===== config.mk =====
export PLATFORM = sky130hd
export DESIGN_NAME = eth_tx_sched
export DESIGN_NICKNAME = d
export VERILOG_FILES = /design/src/rtl/eth_pkg.sv /design/src/rtl/eth_tx_timer.sv /design/src/rtl/eth_tx_sched.sv
export SDC_FILE = /design/constraint.sdc
export NUM_CORES = 1
export LEC_CHECK = 0
export CORE_UTILIZATION = 45
export DETAILED_ROUTE_END_ITERATION = 7
export PLACE_DENSITY = 0.79
export SYNTH_ARGS = -nofsm -noshare
export SYNTH_HDL_FRONTEND = slang
export SYNTH_SLANG_ARGS = --single-unit

===== constraint.sdc =====
create_clock -name clk -period 4.6 [get_ports clk]
set_clock_uncertainty 0.2 [all_clocks]
set_input_delay 1.15 -clock clk [delete_from_list [all_inputs] [get_ports clk]]
set_output_delay 1.15 -clock clk [all_outputs]
set_load 0.03 [all_outputs]

===== src/rtl/eth_pkg.sv =====
`default_nettype none
// ---------------------------------------------------------------
// eth_pkg: shared types and constants for the Ethernet tx scheduler
// Rev 1.0
// ---------------------------------------------------------------
package eth_pkg;

  typedef enum logic [2:0] {
    IDLE    = 3'd0,
    START   = 3'd1,
    WAIT_EN = 3'd2,
    SEND    = 3'd3,
    IFG     = 3'd4
  } state_t;

  typedef enum logic {
    SRC_ARP = 1'b0,
    SRC_UDP = 1'b1
  } src_t;

  localparam int unsigned IFG_DEFAULT = 12;
  localparam int unsigned TIMER_W     = 16;

endpackage
`default_nettype wire


===== src/rtl/eth_tx_timer.sv =====
`default_nettype none
// ---------------------------------------------------------------
// eth_tx_timer: loadable down-counter, o_expire high while count==1
// Rev 1.0
// ---------------------------------------------------------------
module eth_tx_timer #(
  parameter int unsigned W = 16
) (
  input  logic         clk,
  input  logic         rst,
  input  logic         i_load,
  input  logic [W-1:0] i_load_val,
  output logic         o_expire
);

  logic [W-1:0] cnt_q, cnt_d;

  // Saturates at zero so a spent count never re-fires
  always_comb begin
    cnt_d = cnt_q;
    if (i_load) begin
      cnt_d = i_load_val;
    end else if (cnt_q != '0) begin
      cnt_d = cnt_q - 1'b1;
    end
  end

  always_ff @(posedge clk or posedge rst) begin
    if (rst) begin
      cnt_q <= '0;
    end else begin
      cnt_q <= cnt_d;
    end
  end

  assign o_expire = (cnt_q == W'(1));

endmodule
`default_nettype wire


===== src/rtl/eth_tx_sched.sv =====
`default_nettype none
// ---------------------------------------------------------------
// eth_tx_sched: arbitrates the MAC tx port between ARP and UDP senders
// Rev 1.0
// ---------------------------------------------------------------
module eth_tx_sched
  import eth_pkg::*;
#(
  parameter int unsigned IFG_CYCLES    = IFG_DEFAULT,
  parameter int unsigned START_TIMEOUT = 64,
  parameter int unsigned MAX_FRAME     = 1600,
  parameter int unsigned ARP_BURST     = 4
) (
  input  logic        clk,
  input  logic        rst,
  input  logic        i_arp_req,
  input  logic        i_udp_req,
  output logic        o_arp_start,
  output logic        o_udp_start,
  input  logic [7:0]  i_arp_tx_data,
  input  logic        i_arp_tx_en,
  input  logic [7:0]  i_udp_tx_data,
  input  logic        i_udp_tx_en,
  output logic [7:0]  o_tx_data,
  output logic        o_tx_en,
  output logic        o_arp_pend,
  output logic        o_udp_pend,
  output logic        o_busy,
  output logic        o_err,
  output logic [15:0] o_frame_cnt
);

  localparam logic [3:0]         BURST_MAX = 4'(ARP_BURST);
  localparam logic [TIMER_W-1:0] TO_LOAD   = TIMER_W'(START_TIMEOUT);
  // The cycle that enters SEND already carries the first byte
  localparam logic [TIMER_W-1:0] MF_LOAD   = TIMER_W'(MAX_FRAME - 1);
  localparam logic [TIMER_W-1:0] IFG_LOAD  = TIMER_W'(IFG_CYCLES);

  state_t        state_q, state_d;
  src_t          sel_q, sel_d;
  logic          arp_pend_q, arp_pend_d, udp_pend_q, udp_pend_d;
  logic          arp_clr, udp_clr;
  logic [3:0]    burst_q, burst_d;
  logic          err_q, err_d;
  logic [15:0]   frame_cnt_q, frame_cnt_d;
  logic          tx_en_q, tx_en_d;
  logic [7:0]    tx_data_q, tx_data_d;
  logic          sel_en;
  logic [7:0]    sel_data;
  logic          active;
  logic          tmr_load;
  logic [TIMER_W-1:0] tmr_val;
  logic          tmr_expire;

  eth_tx_timer #(.W(TIMER_W)) u_timer (
    .clk        (clk),
    .rst        (rst),
    .i_load     (tmr_load),
    .i_load_val (tmr_val),
    .o_expire   (tmr_expire)
  );

  always_comb begin
    sel_en   = (sel_q == SRC_UDP) ? i_udp_tx_en   : i_arp_tx_en;
    sel_data = (sel_q == SRC_UDP) ? i_udp_tx_data : i_arp_tx_data;
    active   = (state_q == WAIT_EN) || (state_q == SEND);
    tx_en_d  = active && sel_en;
    tx_data_d = active ? sel_data : 8'h00;
  end

  always_comb begin
    state_d     = state_q;
    sel_d       = sel_q;
    burst_d     = burst_q;
    err_d       = err_q;
    frame_cnt_d = frame_cnt_q;
    arp_clr     = 1'b0;
    udp_clr     = 1'b0;
    tmr_load    = 1'b0;
    tmr_val     = '0;
    case (state_q)
      IDLE: begin
        if (arp_pend_q || udp_pend_q) begin
          state_d = START;
          if (udp_pend_q && (!arp_pend_q || burst_q == BURST_MAX)) begin
            sel_d   = SRC_UDP;
            burst_d = 4'd0;
          end else begin
            sel_d = SRC_ARP;
            if (udp_pend_q) burst_d = burst_q + 4'd1;
          end
        end
      end
      START: begin
        state_d  = WAIT_EN;
        arp_clr  = (sel_q == SRC_ARP);
        udp_clr  = (sel_q == SRC_UDP);
        tmr_load = 1'b1;
        tmr_val  = TO_LOAD;
      end
      WAIT_EN: begin
        if (sel_en) begin
          state_d  = SEND;
          tmr_load = 1'b1;
          tmr_val  = MF_LOAD;
        end else if (tmr_expire) begin
          state_d  = IFG;
          err_d    = 1'b1;
          tmr_load = 1'b1;
          tmr_val  = IFG_LOAD;
        end
      end
      SEND: begin
        if (!sel_en) begin
          state_d     = IFG;
          frame_cnt_d = frame_cnt_q + 16'd1;
          tmr_load    = 1'b1;
          tmr_val     = IFG_LOAD;
        end else if (tmr_expire) begin
          state_d  = IFG;
          err_d    = 1'b1;
          tmr_load = 1'b1;
          tmr_val  = IFG_LOAD;
        end
      end
      IFG: begin
        if (tmr_expire) state_d = IDLE;
      end
      default: state_d = IDLE;
    endcase
    if (!udp_pend_q) burst_d = 4'd0;
    arp_pend_d = (arp_pend_q && !arp_clr) || i_arp_req;
    udp_pend_d = (udp_pend_q && !udp_clr) || i_udp_req;
  end

  always_ff @(posedge clk or posedge rst) begin
    if (rst) begin
      state_q     <= IDLE;
      sel_q       <= SRC_ARP;
      arp_pend_q  <= 1'b0;
      udp_pend_q  <= 1'b0;
      burst_q     <= 4'd0;
      err_q       <= 1'b0;
      frame_cnt_q <= 16'd0;
      tx_en_q     <= 1'b0;
      tx_data_q   <= 8'h00;
    end else begin
      state_q     <= state_d;
      sel_q       <= sel_d;
      arp_pend_q  <= arp_pend_d;
      udp_pend_q  <= udp_pend_d;
      burst_q     <= burst_d;
      err_q       <= err_d;
      frame_cnt_q <= frame_cnt_d;
      tx_en_q     <= tx_en_d;
      tx_data_q   <= tx_data_d;
    end
  end

  assign o_arp_start = (state_q == START) && (sel_q == SRC_ARP);
  assign o_udp_start = (state_q == START) && (sel_q == SRC_UDP);
  assign o_tx_en     = tx_en_q;
  assign o_tx_data   = tx_data_q;
  assign o_arp_pend  = arp_pend_q;
  assign o_udp_pend  = udp_pend_q;
  assign o_busy      = (state_q != IDLE);
  assign o_err       = err_q;
  assign o_frame_cnt = frame_cnt_q;

endmodule
`default_nettype wire


; ---- Word-level counts from Yosys, hierarchy flattened
; Index checks and enable logic that the tools add are counted.
[op_classes]
n_bitwise = 2
eq_ne = 12
reduce_logical = 24
n_mux = 30
add_sub_neg = 3
[op_table]
columns = operator, n
row1 = case mux 11 bit (3 select lines), 1
row2 = 2-to-1 mux 16 bit, 2
row3 = 2-to-1 mux 4 bit, 6
row4 = adder 16 x 1 -> 16 bit (second input constant), 1
row5 = equality test 16 x 1 -> 1 bit (second input constant), 1
row6 = 2-to-1 mux 8 bit, 2
row7 = nonzero test 16 bit, 1
row8 = subtractor 16 x 1 -> 16 bit (second input constant), 1
row9 = 2-to-1 mux 3 bit, 5
row10 = case mux 3 bit (5 select lines), 1
row11 = 2-to-1 mux 11 bit, 1
row12 = 2-to-1 mux 1 bit, 10
row13 = inequality test 2 bit (second input constant), 4
row14 = AND reduction 2 bit, 4
row15 = equality test 3 x 2 -> 1 bit (second input constant), 2
row16 = logical AND 1 bit, 6
row17 = logical OR 1 bit, 5
row18 = adder 4 x 1 -> 4 bit (second input constant), 1
row19 = equality test 4 x 3 -> 1 bit (second input constant), 1
row20 = inequality test 2 x 1 -> 1 bit (second input constant), 2
row21 = nonzero test 2 bit, 2
row22 = equality test 3 x 1 -> 1 bit (second input constant), 1
row23 = equality test 3 bit (second input constant), 1
row24 = zero test 1 bit, 3
row25 = other kinds (6), 7
[word_totals]
wordCells = 81
regBits = 52
out_inout_bits = 31

; ---- Longest topological paths before layout
; Gate-level depths: netlist of the first run.
[logic_depth]
ltp_word = 7
ltp_mapped = 8
ltp_nobuf = 7

; ---- Hierarchy
; From an unflattened synthesis of the first run, not the netlist that was laid out.
[hier_totals]
hier_cells = 270
hier_area_um2 = 2753.9
[modules_own_cells]
columns = module, instances, seq_area_each_um2, cells_per_inst, area_per_inst_um2
row1 = eth_tx_sched, 1, 900.9, 163, 1746.7
row2 = eth_tx_timer, 1, 400.4, 107, 1007.2

; ---- Worst setup path after synthesis of the first run
; Ideal clock, no wire load.
[synth_path]
path_kind = input-to-reg
from = input port i_udp_tx_en
to = register frame_cnt_q[15] (netlist: o_frame_cnt[15])
stages = 7
setup_time_ns = 0.133
slack_ns = 1.441
required_ns = 4.267
n_path_buf = 2
arrival_time_ns = 2.826
path_cell_list = mux2i_1 -> and3_1 -> clkbuf_1 -> and4_1 -> clkbuf_1 -> nand4_1 -> xnor2_1
[synth_between]
elab_chain_len = 3
[synth_lines]
columns = element, line
row1 = from (decl), eth_tx_sched.sv:23  ; input logic i_udp_tx_en,
row2 = 2-to-1 mux 1 bit, eth_tx_sched.sv:64  ; sel_en = (sel_q == SRC_UDP) ? i_udp_tx_en : i_arp_tx_en;
row3 = NOT 1 bit (no source line), -
row4 = AND reduction 2 bit (no source line), -
row5 = to (signal assigned), eth_tx_sched.sv:154  ; frame_cnt_q <= frame_cnt_d;
row6 = to (decl), eth_tx_sched.sv:45  ; logic [15:0] frame_cnt_q, frame_cnt_d;
; No other way between the ends.
; A chain may end at the register's enable or synchronous reset.

; ---- Final worst setup path of the first run
[layout_path]
from = register state_q[0]
to = output port o_busy
[layout_between]
elab_chain_len = 1
[layout_lines]
columns = element, line
row1 = from (decl), eth_tx_sched.sv:39  ; state_t state_q, state_d;
row2 = from (signal assigned), eth_tx_sched.sv:148  ; state_q <= state_d;
row3 = nonzero test 3 bit, eth_tx_sched.sv:166  ; assign o_busy = (state_q != IDLE);
row4 = to (decl), eth_tx_sched.sv:28  ; output logic o_busy,
; No other way between the ends.

==> results of run 1 <==
-- cell type report --
class / instances / area, sq um / area share [%]
Tap cell: 72 / 90.1 / 2.76
Sequential cell: 52 / 1300 / 39.9
Timing Repair Buffer: 52 / 520 / 16.0
Inverter: 7 / 26.3 / 0.806
Clock buffer: 5 / 68.8 / 2.11
Multi-Input combinational cell: 189 / 1240 / 38.0
Clock inverter: 2 / 12.5 / 0.384
-- sequential cells by signal, indices dropped and copies added (netlist names) --
register / count
o_frame_cnt: 16
u_timer.cnt_q: 16
o_tx_data: 8
burst_q: 4
state_q: 3
o_arp_pend: 1
o_err: 1
o_tx_en: 1
o_udp_pend: 1
sel_q: 1
-- placed cells by master (no fill, tap or decap), drive strengths merged, types with 5 or more instances in the layout --
master and instances:
xnor2 20, or3 5, xor2 9, nand3 11, ha 6, nor2 34, a21oi 11, dfrtp 52
clkbuf 5, nor4 6, nand4 5, mux2i 10, nor3 10, clkdlybuf4s50 52, nand2 17, o21ai 10
inv 7
-- per-layer routing --
metal  wire (um)  track usage [%]  up-vias
li1            -                -      988
met1        2230             20.6      978
met2        2510             29.2       48
met3         206             4.30       10
met4         115             7.78        0
met5           0                0        -
-- metrics by stage --
stage | instance area, sq um | cells | power (mW) | utilization (%) | hold WS [ns]
final | 3260 | 379 | 1.99 | 58.8 | 0.277
after global routing | 3260 | 379 | 2.13 | 58.8 | 0.303
after CTS | 3260 | 379 | 2.01 | 58.8 | 0.281
after detailed placement | 3180 | 372 | 1.75 | 57.4 | 0.259
after global placement | 3180 | 372 | 1.72 | 57.4 | 0.260
after floorplan | 2600 | 257 | 1.45 | - | 0.296
-- worst max-delay path, cell delays in order, from the launching register on --
cell and delay [ns]:
dfrtp_1 0.51, nor3_1 0.59, inv_1 0.23, clkdlybuf4s50_1 0.64
-- final timing paths --
kind	start	endpoint	slack (ns)	cells after the start
max	state_q[0]	o_busy	0.97	3
min	o_err	o_err	0.28	1
max reg2reg	sel_q	u_timer.cnt_q[0]	1.60	5
min reg2reg	o_err	o_err	0.28	1
max in group asynchronous	rst	u_timer.cnt_q[5]	2.35	2
min in group asynchronous	rst	o_frame_cnt[15]	1.21	2
-- kinds of logic after synthesis --
family                   count (synthesis)  synth area share [%]
flip-flops                              52                  50.0
buffers and inverters                   16                  2.40
adder cells (fa/ha/maj)                  6                  2.88
multiplexers                            11                  4.28
AO/OA/AOI/OAI                           33                  8.84
XOR/XNOR                                29                  9.76
AND/OR/NAND/NOR                        110                  21.9
-- power groups by stage --
| stage | combinational (mW) | sequential, mW | clock (mW) |
|---|---|---|---|
| after floorplan | 0.613 | 0.841 | 0 |
| after global routing | 1.05 | 0.798 | 0.280 |
| final | 0.963 | 0.778 | 0.249 |
| after detailed placement | 0.971 | 0.782 | 0 |
| after CTS | 0.974 | 0.775 | 0.259 |
| after global placement | 0.945 | 0.776 | 0 |
==> summary.md, run 1 <==
| Metric | Value |
|---|---|
| Status | `completed` |
| Antenna cells | `0` |
| Post-synthesis area per instance | `10.1 sq um` |
| RSZ-0062 raised after global routing | `no` |
| Via count | `2,024` |
| MaxCap Viol Count | `0` |
| CP endpoint kind | `primary output` |
| Combinational Power Share | `48.4%` |
| Required @ worst endpoint | `3.25 ns` |
| Setup ws final | `0.966 ns` |
| Sw Ratio | `43.6%` |
| Remaining Overflow, GRT | `0` |
| Fin. Hold Viols | `0` |
| Least-Margin Pin Slew | `1.03 ns` |
| Data arrival time of the worst path | `2.28 ns` |
| # clock sinks | `52` |
| HP Class | `reg -> reg` |
| Sequential area share after synthesis | `50.0%` |
| Crit path launch type | `register` |
| P_leak | `1.38 nW` |
| TNS Setup | `0 ns` |
| Slew Limit Fails | `0` |
| Pin count of the biggest net entering global routing | `53` |
| Die area | `6090 sq um` |
| DR vias/cell | `5.34` |
| GRT Overall Usage | `17.2%` |
| Gpl congestion | `0.845` |
| DRC Markers | `0` |
| Antenna viol nets, final | `0` |
| Pre-CTS setup slack | `0.846 ns` |
| Mapped cell area | `2600 sq um` |
| First-pass GRT wire length | `8220 um` |
| Syn Nets | `285` |
| Kind of critical path | `reg -> out` |
| TritonCTS clock tree | `yes` |
| Initial antenna violation count | `0` |
| Crit path time final | `3.63 ns` |
| VDD IR max | `281 uV` |
| Nets | `335` |
| Seq pwr share | `39.1%` |
| Yosys top cell area share | `50.0%` |
| Cts repair resizes | `0` |
| Async S/R FF share, synth | `100%` |
| Fmax | `275 MHz` |
| Core footprint | `5540 sq um` |
| Top post-synthesis cells by area | `dfrtp_1, xnor2_1, nor2_1` |
| Worst relative slew slack | `31.1%` |
| IO Port Bufs | `52` |
| Layout cell share with drive strength beyond 1 | `6.84%` |
| Postcts setup bufs | `0` |
| Main flop type after synthesis | `dfrtp_1` |
| Post-CTS Hold Fix Bufs | `0` |
| Drt total wl | `5060 um` |
| Starting density of the core | `47.0%` |
| Number of global-route vias before repair | `1,887` |
| Number of flops mapped to enable cells by yosys | `0` |
| Internal | `1.12 mW` |
| Clock network power share | `12.5%` |
| CTS Root Cell | `clkbuf_8` |
| PD cells | `611 nW/um^2` |
| Layout Area Growth over Synthesis | `25.2%` |
| Clock Path Buffers | `2` |
| Die Ht | `78.1 um` |
| Switching pwr | `0.868 mW` |
| DR WL/cell | `13.4 um` |
| Yosys top cell by area | `dfrtp_1` |
| I/O pins | `53` |
| Most common library cells after synthesis | `dfrtp_1, nor2_1, xnor2_1, nand2_1` |
| Worst-Skew Late Latency | `0.31 ns` |
| Cts bufs inserted | `5` |
| H-tree depth | `2` |
| First DRT Iteration DRCs | `49` |
| Most common cell in the netlist | `dfrtp_1` |
| Post-synthesis cell type count | `44` |
| Row cnt | `27` |
| CP max FO | `12` |
| Setup-failing EPs final | `0` |
| Filler Cell Count | `476` |
| YS warnings | `0` |
| Clock slew at reported path FFs | `0.09 ns` |
| Flops & latches, synth | `52` |
| First-pass DRT Iterations | `4` |
| Final Cycle Share | `79.0%` |
| Die Wd | `78.1 um` |
| Post-DP HPWL | `3630 um` |
| Synthesized instance count | `257` |
No activity file was read; power rests on OpenSTA's default activity.
==> run 2, diff against run 1 <==
Settings changed: PLACE_DENSITY 0.79 to 0.82.
Clock period 4.6 ns to 3.1 ns, I/O delays scaled along.
==> summary.md, run 2 (synthesis gave the netlist of run 1 again) <==
| Metric | Value |
|---|---|
| Least-Margin Pin Slew | `0.513 ns` |
| Crit path launch type | `register` |
| Die area | `6090 sq um` |
| Crit-path cells | `inv_1 -> ha_1 -> or4b_2 -> or4_4 -> a211oi_4 -> nor3_2 -> a221oi_2` |
| P_leak | `1.45 nW` |
| Starting density of the core | `47.0%` |
| DR WL/cell | `12.9 um` |
| RSZ-0062 raised after global routing | `no` |
| Worst-Skew Late Latency | `0.30 ns` |
| I/O pins | `53` |
| Die Wd | `78.1 um` |
| Pin count of the biggest net entering global routing | `53` |
| PD cells | `912 nW/um^2` |
| Cts bufs inserted | `5` |
| Fmax | `341 MHz` |
| Final Cycle Share | `94.6%` |
| TritonCTS clock tree | `yes` |
| Layout Area Growth over Synthesis | `29.3%` |
| CP max FO | `8` |
| Top Family by Delay on Critical Path | `simple AND/OR/NAND/NOR gates` |
| Slew Limit Fails | `0` |
| Hold slack | `0.293 ns` |
| TNS Setup | `0 ns` |
| Antenna cells | `0` |
| Post-DP HPWL | `3800 um` |
| Row cnt | `27` |
| Layout cell share with drive strength beyond 1 | `9.46%` |
| H-tree depth | `2` |
| Data arrival time of the worst path | `2.95 ns` |
| CP max stage cell | `or4b_2` |
| Via count | `2,069` |
| CP max stage delay | `0.63 ns` |
| CP endpoint kind | `register` |
| Fin. Hold Viols | `0` |
| Nets | `344` |
| First-pass GRT wire length | `9000 um` |
| Remaining Overflow, GRT | `0` |
| DR vias/cell | `5.32` |
| VDD IR max | `454 uV` |
| First-pass DRT Iterations | `4` |
| CP bufs+invs | `1` |
| GRT Overall Usage | `18.5%` |
| Die Ht | `78.1 um` |
| IO Port Bufs | `52` |
| DRC Markers | `0` |
| Antenna viol nets, final | `0` |
| Status | `completed` |
| CTS Root Cell | `clkbuf_8` |
| Cts repair resizes | `0` |
| Fin util | `60.7%` |
| Clock slew at reported path FFs | `0.09 ns` |
| Crit path time final | `2.93 ns` |
| Setup-failing EPs final | `0` |
| MaxCap Viol Count | `0` |
| Postcts setup bufs | `0` |
| Kind of critical path | `reg -> reg` |
| First DRT Iteration DRCs | `93` |
| Worst relative slew slack | `65.7%` |
| Required @ worst endpoint | `3.11 ns` |
| Number of global-route vias before repair | `2,070` |
| # clock sinks | `52` |
| Core footprint | `5540 sq um` |
| Post-CTS Hold Fix Bufs | `0` |
| Worst R2R Setup Slack | `0.17 ns` |
| Gpl congestion | `0.808` |
| Most frequent cells in the layout | `dfrtp_1, clkdlybuf4s50_1, nor2_1, xnor2_1, nand2_1` |
| Initial antenna violation count | `0` |
| Drt total wl | `5010 um` |
| HP Class | `reg -> reg` |
| Clock Path Buffers | `2` |
[run 2: where the power goes]
group	switching, mW	internal [mW]	total (mW)
Combinational	0.830	0.652	1.48
Clock	0.212	0.240	0.451
Sequential	0.239	0.898	1.14
[run 2: path summary, 6_finish.rpt]
kind | from | endpoint | cells after the start
min in group asynchronous | rst | o_frame_cnt[10] | 3
hold reg to reg | o_frame_cnt[15] | o_frame_cnt[15] | 1
hold / removal | o_frame_cnt[15] | o_frame_cnt[15] | 1
setup reg to reg | u_timer.cnt_q[1] | u_timer.cnt_q[1] | 7
max in group asynchronous | rst | o_tx_data[6] | 3
setup / recovery | u_timer.cnt_q[1] | u_timer.cnt_q[1] | 7
[run 2: worst register-to-register path, delay by kind of cell, from the launching register on]
| kind | cells | cell delay (ns) |
|---|---|---|
| and+or+nand+nor | 3 | 1.28 |
| AOI/OAI and AO/OA | 2 | 0.67 |
| DFF | 1 | 0.40 |
| adders and majority gates | 1 | 0.17 |
| buffers and inverters | 1 | 0.14 |
[run 2: routing by layer]
metal  global-route usage (%)  wire length [um]
met2                     33.2              2570
met5                        0                 0
met1                     21.8              2200
met4                     7.59                70
met3                     3.02               171
[run 2: layout make-up]
class	count	area (sq um)
Multi-Input combinational cell	189	1240
Tap cell	72	90.1
Timing Repair Buffer	61	601
Inverter	7	26.3
Sequential cell	52	1300
Clock buffer	6	72.6
Fill cell	457	2170
Clock inverter	2	35.0
[run 2: through the flow]
step / cell area, sq um / worst slack (ns) / std cells / power (mW)
2_1_floorplan: 2600 / 0.316 / 257 / 2.16
3_3_place_gp: 3260 / 0.191 / 381 / 2.58
3_5_place_dp: 3260 / 0.168 / 381 / 2.63
4_1_cts: 3370 / 0.165 / 389 / 3.09
5_1_grt: 3370 / 0.0239 / 389 / 3.31
6_report: 3370 / 0.167 / 389 / 3.07
==> run 3, diff against run 2 <==
Settings changed: CAP_MARGIN set to 0, HOLD_SLACK_MARGIN set to 0.05.
==> results of run 3 <==
Same layout as run 2: the final DEF is identical, and so are final timing and power.
